--- src/rtl/lock_ramp_pkg.sv ---
// Shared definitions for the lock-block scan ramp.
// Holds the ramp mode encodings and the Q-format shift used by the lane gains.
package lock_ramp_pkg;

    typedef enum logic [1:0] {
        RAMP_TRI    = 2'd0,
        RAMP_SAW_UP = 2'd1,
        RAMP_SAW_DN = 2'd2,
        RAMP_HOLD   = 2'd3
    } ramp_mode_t;

    localparam int RAMP_R_DEF  = 14;
    localparam int RAMP_QSHIFT = RAMP_R_DEF - 2;

    // Gains are Q2.(R-2): two integer bits, R-2 fraction bits.
    function automatic int q_shift(input int r);
        return r - 2;
    endfunction

endpackage

--- src/rtl/gen_ramp_scale.sv ---
// One scaled ramp lane: y = sat_R((a * factor) >>> (R-2)), two register stages.
// Ports: clk; a (ramp value, signed R); factor (gain, Q2.(R-2)); y (scaled, signed R).
module gen_ramp_scale
    import lock_ramp_pkg::*;
#(
    parameter int R = 14
) (
    input  logic                clk,
    input  logic signed [R-1:0] a,
    input  logic signed [R-1:0] factor,
    output logic signed [R-1:0] y
);

    localparam int SH = q_shift(R);
    localparam int PW = 2 * R;

    logic signed [PW-1:0] prod_q;
    logic signed [PW-1:0] shr;
    logic signed [R-1:0]  sat;

    // The shifted product fits in R bits only when all bits above
    // the R-bit result agree with its sign.
    always_comb begin
        shr = prod_q >>> SH;
        if (shr[PW-1:R-1] == {(PW-R+1){shr[PW-1]}}) begin
            sat = shr[R-1:0];
        end else if (shr[PW-1]) begin
            sat = {1'b1, {(R-1){1'b0}}};
        end else begin
            sat = {1'b0, {(R-1){1'b1}}};
        end
    end

    // Pure datapath: contents flush within two cycles of a held reset.
    always_ff @(posedge clk) begin
        prod_q <= PW'(a) * PW'(factor);
        y      <= sat;
    end

endmodule

--- src/rtl/gen_ramp_multi.sv ---
// Scan ramp (triangle / saw / hold) with dwell, limit triggers and NB scaled lanes.
// Ports: clk, rst (sync, active-high); ramp_* controls; trigger_low/hig pulses;
//   outA ramp value; outB NB scaled lanes (2-cycle lag).
// Option: define RAMP_BURST_EN to add ramp_n_periods / ramp_busy / ramp_periods.
module gen_ramp_multi
    import lock_ramp_pkg::*;
#(
    parameter int R  = 14,
    parameter int CW = 32,
    parameter int NB = 2
) (
    input  logic                clk,
    input  logic                rst,
    input  logic [CW-1:0]       ramp_step,
    input  logic [R-2:0]        ramp_inc,
    input  logic signed [R-1:0] ramp_low_lim,
    input  logic signed [R-1:0] ramp_hig_lim,
    input  logic [1:0]          ramp_mode,
    input  logic                ramp_direction,
    input  logic                ramp_enable,
    input  logic                ramp_reset,
    input  logic [NB*R-1:0]     ramp_B_factor,
`ifdef RAMP_BURST_EN
    input  logic [15:0]         ramp_n_periods,
    output logic                ramp_busy,
    output logic [15:0]         ramp_periods,
`endif
    output logic                trigger_low,
    output logic                trigger_hig,
    output logic signed [R-1:0] outA,
    output logic [NB*R-1:0]     outB
);

    localparam int SW = R + 1;

    ramp_mode_t          mode;
    logic [CW-1:0]       cnt;
    logic [CW-1:0]       step_q;
    logic                slope_dn;
    logic                step_chg;
    logic                run_en;
    logic                go;
    logic                busy;
    logic                degen;
    logic [R-2:0]        inc_eff;
    logic signed [SW-1:0] a_x, lo_x, hi_x, inc_x, up_x, dn_x;
    logic signed [R-1:0] a_nxt;
    logic signed [R-1:0] rst_val;
    logic                slope_nxt;
    logic                tl_raw, th_raw;
    logic                tl_out, th_out;

    assign mode     = ramp_mode_t'(ramp_mode);
    assign step_chg = (ramp_step != step_q);
    assign run_en   = ramp_enable & busy;
    assign go       = run_en & ~step_chg & (cnt == ramp_step);
    assign degen    = (ramp_low_lim >= ramp_hig_lim);
    assign inc_eff  = (ramp_inc == '0) ? (R-1)'(1) : ramp_inc;

    // One extra bit of headroom so limit tests never see a wrapped sum.
    assign a_x   = SW'(outA);
    assign lo_x  = SW'(ramp_low_lim);
    assign hi_x  = SW'(ramp_hig_lim);
    assign inc_x = signed'({2'b00, inc_eff});
    assign up_x  = a_x + inc_x;
    assign dn_x  = a_x - inc_x;

    // clamp(0, low, hig); a degenerate window pins to low.
    always_comb begin
        rst_val = '0;
        if (degen) begin
            rst_val = ramp_low_lim;
        end else if (!ramp_low_lim[R-1] && ramp_low_lim != '0) begin
            rst_val = ramp_low_lim;
        end else if (ramp_hig_lim[R-1]) begin
            rst_val = ramp_hig_lim;
        end
    end

    always_comb begin
        a_nxt     = outA;
        slope_nxt = slope_dn;
        tl_raw    = 1'b0;
        th_raw    = 1'b0;
        if (go && mode != RAMP_HOLD) begin
            if (degen) begin
                a_nxt = ramp_low_lim;
            end else if (a_x > hi_x) begin
                // Window moved below us: snap in and head back inward.
                a_nxt     = ramp_hig_lim;
                slope_nxt = 1'b1;
            end else if (a_x < lo_x) begin
                a_nxt     = ramp_low_lim;
                slope_nxt = 1'b0;
            end else begin
                unique case (mode)
                    RAMP_TRI: begin
                        if (!slope_dn) begin
                            if (up_x >= hi_x) begin
                                a_nxt     = ramp_hig_lim;
                                slope_nxt = 1'b1;
                                th_raw    = 1'b1;
                            end else begin
                                a_nxt = up_x[R-1:0];
                            end
                        end else begin
                            if (dn_x <= lo_x) begin
                                a_nxt     = ramp_low_lim;
                                slope_nxt = 1'b0;
                                tl_raw    = 1'b1;
                            end else begin
                                a_nxt = dn_x[R-1:0];
                            end
                        end
                    end
                    RAMP_SAW_UP: begin
                        if (a_x >= hi_x) begin
                            a_nxt  = ramp_low_lim;
                            tl_raw = 1'b1;
                        end else if (up_x >= hi_x) begin
                            a_nxt  = ramp_hig_lim;
                            th_raw = 1'b1;
                        end else begin
                            a_nxt = up_x[R-1:0];
                        end
                    end
                    RAMP_SAW_DN: begin
                        if (a_x <= lo_x) begin
                            a_nxt  = ramp_hig_lim;
                            th_raw = 1'b1;
                        end else if (dn_x <= lo_x) begin
                            a_nxt  = ramp_low_lim;
                            tl_raw = 1'b1;
                        end else begin
                            a_nxt = dn_x[R-1:0];
                        end
                    end
                    RAMP_HOLD: begin
                    end
                endcase
            end
        end
    end

    // A trigger right after another one is dropped so pulses stay separated.
    assign tl_out = tl_raw & ~ramp_reset & ~(trigger_low | trigger_hig);
    assign th_out = th_raw & ~ramp_reset & ~(trigger_low | trigger_hig);

    always_ff @(posedge clk) begin
        if (rst) begin
            outA        <= '0;
            slope_dn    <= 1'b0;
            cnt         <= '0;
            step_q      <= ramp_step;
            trigger_low <= 1'b0;
            trigger_hig <= 1'b0;
        end else begin
            step_q      <= ramp_step;
            trigger_low <= tl_out;
            trigger_hig <= th_out;
            if (ramp_reset) begin
                outA <= rst_val;
                cnt  <= '0;
                if (mode == RAMP_TRI) begin
                    slope_dn <= ramp_direction;
                end
            end else begin
                outA     <= a_nxt;
                slope_dn <= slope_nxt;
                if (step_chg || go) begin
                    cnt <= '0;
                end else if (run_en) begin
                    cnt <= cnt + 1'b1;
                end
            end
        end
    end

`ifdef RAMP_BURST_EN
    logic        en_q;
    logic        rr_q;
    logic        busy_q;
    logic [15:0] per_q;

    always_ff @(posedge clk) begin
        if (rst) begin
            en_q   <= 1'b0;
            rr_q   <= 1'b0;
            busy_q <= 1'b1;
            per_q  <= '0;
        end else begin
            en_q <= ramp_enable;
            rr_q <= ramp_reset;
            if ((ramp_enable && !en_q) || (ramp_reset && !rr_q)) begin
                busy_q <= 1'b1;
                per_q  <= '0;
            end else if (tl_out) begin
                per_q <= per_q + 16'd1;
                // Stopping on a trigger_low leaves outA parked at low_lim.
                if (ramp_n_periods != '0 &&
                    per_q + 16'd1 >= ramp_n_periods) begin
                    busy_q <= 1'b0;
                end
            end
        end
    end

    assign busy         = busy_q;
    assign ramp_busy    = busy_q;
    assign ramp_periods = per_q;
`else
    assign busy = 1'b1;
`endif

    for (genvar k = 0; k < NB; k++) begin : g_lane
        gen_ramp_scale #(
            .R(R)
        ) u_scale (
            .clk    (clk),
            .a      (outA),
            .factor (ramp_B_factor[k*R +: R]),
            .y      (outB[k*R +: R])
        );
    end

endmodule
--- config.mk ---
export PLATFORM = sky130hd
export DESIGN_NAME = gen_ramp_multi
export DESIGN_NICKNAME = d
export VERILOG_FILES = /design/src/rtl/lock_ramp_pkg.sv /design/src/rtl/gen_ramp_scale.sv /design/src/rtl/gen_ramp_multi.sv
export SDC_FILE = /design/constraint.sdc
export NUM_CORES = 1
export LEC_CHECK = 0
export BUFFER_PORTS_ARGS = -buffer_cell sky130_fd_sc_hd__buf_2
export CAP_MARGIN = 20
export CORE_MARGIN = 2
export CORE_UTILIZATION = 25
export CTS_BUF_LIST = sky130_fd_sc_hd__clkbuf_16
export DETAILED_ROUTE_END_ITERATION = 16
export PLACE_DENSITY = 0.45
export SKIP_LAST_GASP = 1
export SLEW_MARGIN = 20
export SYNTH_ARGS = -nofsm -noshare
export SYNTH_HDL_FRONTEND = slang
export SYNTH_SLANG_ARGS = --single-unit
--- constraint.sdc ---
create_clock -name clk -period 7.4 [get_ports clk]
set_clock_uncertainty 0.05 [all_clocks]
set_input_delay 1.11 -clock clk [delete_from_list [all_inputs] [get_ports clk]]
set_output_delay 1.11 -clock clk [all_outputs]
set_load 0.005 [all_outputs]
==> results.py <==
metrics = {
    "sta": {
        "min_period_ns": 6.69,
        "setup_viol": 0,
        "relSlewSlack_pct": 28.7,
        "tightest_slew_ns": 1.07,
        "finalCritPeriodShare_pct": 90.4,
        "hold_violations": 0,
        "drv_slew": 0,
        "final.setup.tns_ns": 0,
        "fmax_mhz": 149,
        "rsz0062_at_grt": "no",
    },
    "synthesis": {
        "yosysWarnings": 0,
        "seq_area_frac_synth_pct": 11.8,
        "yosysUniqueCellTypes": 84,
        "syn-num-nets": 3454,
        "syn_area_mm2": 0.0239,
        "yosys.area.top_type": "fa_1",
        "synth_seq_cells": 141,
        "synth_common_cells": "inv_1 (446), fa_1 (390), nand2_1 (303), ha_1 (232), nor2_1 (210)",
        "ys.flop_type": "dfxtp_1",
        "synth_edf_count": 0,
        "synth_area_leaders": "fa_1 (33%), ha_1 (12%), dfxtp_1 (12%)",
        "synth.most_common_cell": "inv_1",
        "netlist_instances": 2724,
        "synthArstFlopShare_pct": 0,
        "synth.top_cell.area_share_pct": 32.7,
        "syn_area_per_cell_um2": 8.76,
    },
    "placed_design": {
        "place_hpwl_mm": 59.7,
        "place_inst": 4070,
        "place_congestion": 0.906,
        "port_buffers": 151,
    },
    "floorplan": {
        "fp.dieH_um": 313,
        "die-area_mm2": 0.0979,
        "rows": 113,
        "core_mm2": 0.0947,
        "top_level_ports": 152,
        "initial_utilization_pct": 25.2,
        "dieWidth_um": 313,
    },
    "drt": {
        "via_per_inst": 4.49,
        "dr.first_iter.drc_count": 894,
        "wl_per_cell_um": 17.3,
        "antenna_left": 0,
        "routed_wl_mm": 71.0,
        "drc_errors": 0,
        "num_vias": 18446,
        "firstDrtPassIters": 5,
    },
    "pwr": {
        "power.density_mw_per_mm2": 354,
        "p_leak_uw": 0.0122,
        "irDropWorstVdd_v": 0.000374,
    },
    "clock_tree": {
        "cts_tree": "done",
        "cts_buffers": 17,
        "clock_sinks": 141,
        "root_buffer": "clkbuf_16",
        "cts.repair.resized": 0,
        "cts_buffer_depth": 2,
        "hold_buffers": 0,
        "cts_setup_buffers": 0,
        "insertion_delay_ns": 0.49,
        "clk_pin_slew_ns": 0.07,
        "h-tree-depth": 4,
    },
    "finish": {
        "layout-drive-gt1-share_pct": 9.83,
        "layout.nets": 3554,
        "n_fill_cell": 10310,
        "area_growth_pct": 12.1,
        "final_cells": 4104,
    },
    "global_routing": {
        "grt_max_degree": 35,
        "grtUsageTotal_pct": 15.0,
        "grt_first_pass_wirelength_mm": 114,
        "grt_antenna_before_repair": 12,
        "grt_pass1_vias": 19388,
        "grt.overflow.total": 0,
    },
    "worst_setup_path": {
        "endpoint_kind": "flop",
        "cp_max_fo": 14,
        "path_class": "flop to flop",
        "cp.required_ns": 7.71,
        "critPathArrivalTime_ns": 7.00,
        "critPathLaunchType": "flop",
    },
    "min_path": {
        "hp-class": "flop to flop",
    },
    "job": {
        "maxCapViolations": 0,
    },
    "status": {
        "outcome": "finished clean",
    },
}
-- layout by cell type, fill, tap and decap left out, types with 9 or more instances in the layout --
cell and count:
a211oi_1 15, a21o_1 12, a21oi_1 86, a221o_1 9, a221oi_1 11, a22oi_1 18, a31oi_1 13, and2_1 163
and3_1 18, buf_2 151, buf_4 49, clkbuf_16 17, dfxtp_1 140, fa_1 390, ha_1 232, inv_1 446
mux2i_1 10, nand2_1 302, nand2b_1 32, nand3_1 33, nand4_1 36, nor2_1 210, nor2b_1 13, nor3_1 28
nor4_1 12, o21a_1 17, o21ai_0 47, o22ai_1 9, xnor2_1 119, xor2_1 40
-- worst max-delay path: stages, from the launching register on --
cell       delay, ns
dfxtp_1         0.70
buf_4           0.38
nand2_1         0.13
fa_1            0.53
fa_1            0.47
fa_1            0.51
fa_1            0.53
inv_1           0.06
fa_1            0.47
inv_1           0.05
fa_1            0.48
inv_1           0.04
ha_1            0.31
a21o_1          0.17
a21oi_1         0.13
o21ai_0         0.12
o41ai_1         0.40
a2bb2oi_1       0.29
a311oi_1        0.18
o21ai_0         0.18
nand2b_1        0.10
a21oi_1         0.19
xnor2_1         0.09
-- state kept, by name, indices dropped and copies added (netlist names) --
| register | flops |
|---|---|
| cnt | 32 |
| g_lane.u_scale.prod_q | 32 |
| step_q | 32 |
| g_lane.u_scale.y | 28 |
| outA | 14 |
| slope_dn | 1 |
| trigger_hig | 1 |
| trigger_low | 1 |
-- kinds of logic after synthesis --
logic type	count (synthesis)	synth area share, %
AO/OA/AOI/OAI	343	10.2
XOR/XNOR	159	5.84
adder cells (fa/ha/maj)	622	44.9
buffers and inverters	569	9.11
flip-flops	141	11.8
multiplexers	13	0.577
AND/OR/NAND/NOR	877	17.5
-- per-stage QoR --
stage               utilization [%]  instance area [um2]  hold slack [ns]  power [uW]  worst slack (ns)
CTS                            28.2                26800            0.414        9700             0.681
finish                         28.2                26800            0.415        9460             0.707
floorplan                         -                23900            0.394        6850             0.608
global placement               27.6                26100            0.406        8700             0.245
detailed placement             27.6                26100            0.407        8640             0.269
global route                   28.2                26800            0.433       10900             0.225
-- worst paths after layout --
path	start	to	slack, ns	depth (start not counted)
setup / recovery	outA[5]	g_lane[0].u_scale.prod_q[27]	0.71	22
hold / removal	g_lane[0].u_scale.prod_q[18]	g_lane[0].u_scale.y[6]	0.41	2
setup reg to reg	outA[5]	g_lane[0].u_scale.prod_q[27]	0.71	22
hold reg to reg	g_lane[0].u_scale.prod_q[18]	g_lane[0].u_scale.y[6]	0.41	2
-- where the power goes --
group / leakage, uW / switching, uW / internal [uW]
combinational: 0.0107 / 3990 / 3280
sequential: 0.00117 / 207 / 1060
clock: 0.000300 / 462 / 461
-- final cells by class --
| cell class | count | area [um2] | area share [%] |
|---|---|---|---|
| clock inverters | 15 | 191 | 0.715 |
| well taps | 1265 | 1580 | 5.92 |
| multi-input cells | 2014 | 18900 | 70.5 |
| clock buffers | 17 | 425 | 1.59 |
| flip-flops and latches | 141 | 2820 | 10.6 |
| diodes | 2 | 5.00 | 0.0187 |
| inverters | 447 | 1680 | 6.27 |
| repair buffers | 203 | 1180 | 4.42 |
-- layer usage --
metal  track usage (%)  vias to the layer above  part of all wire [%]
li1                  -                     8874                     -
met1              20.4                     9059                    47
met2              24.2                      396                    46
met3              3.37                       97                   5.4
met4              3.61                       20                   2.1
met5                 0                        -                  0.19
(Power assumes the default switching activity.)
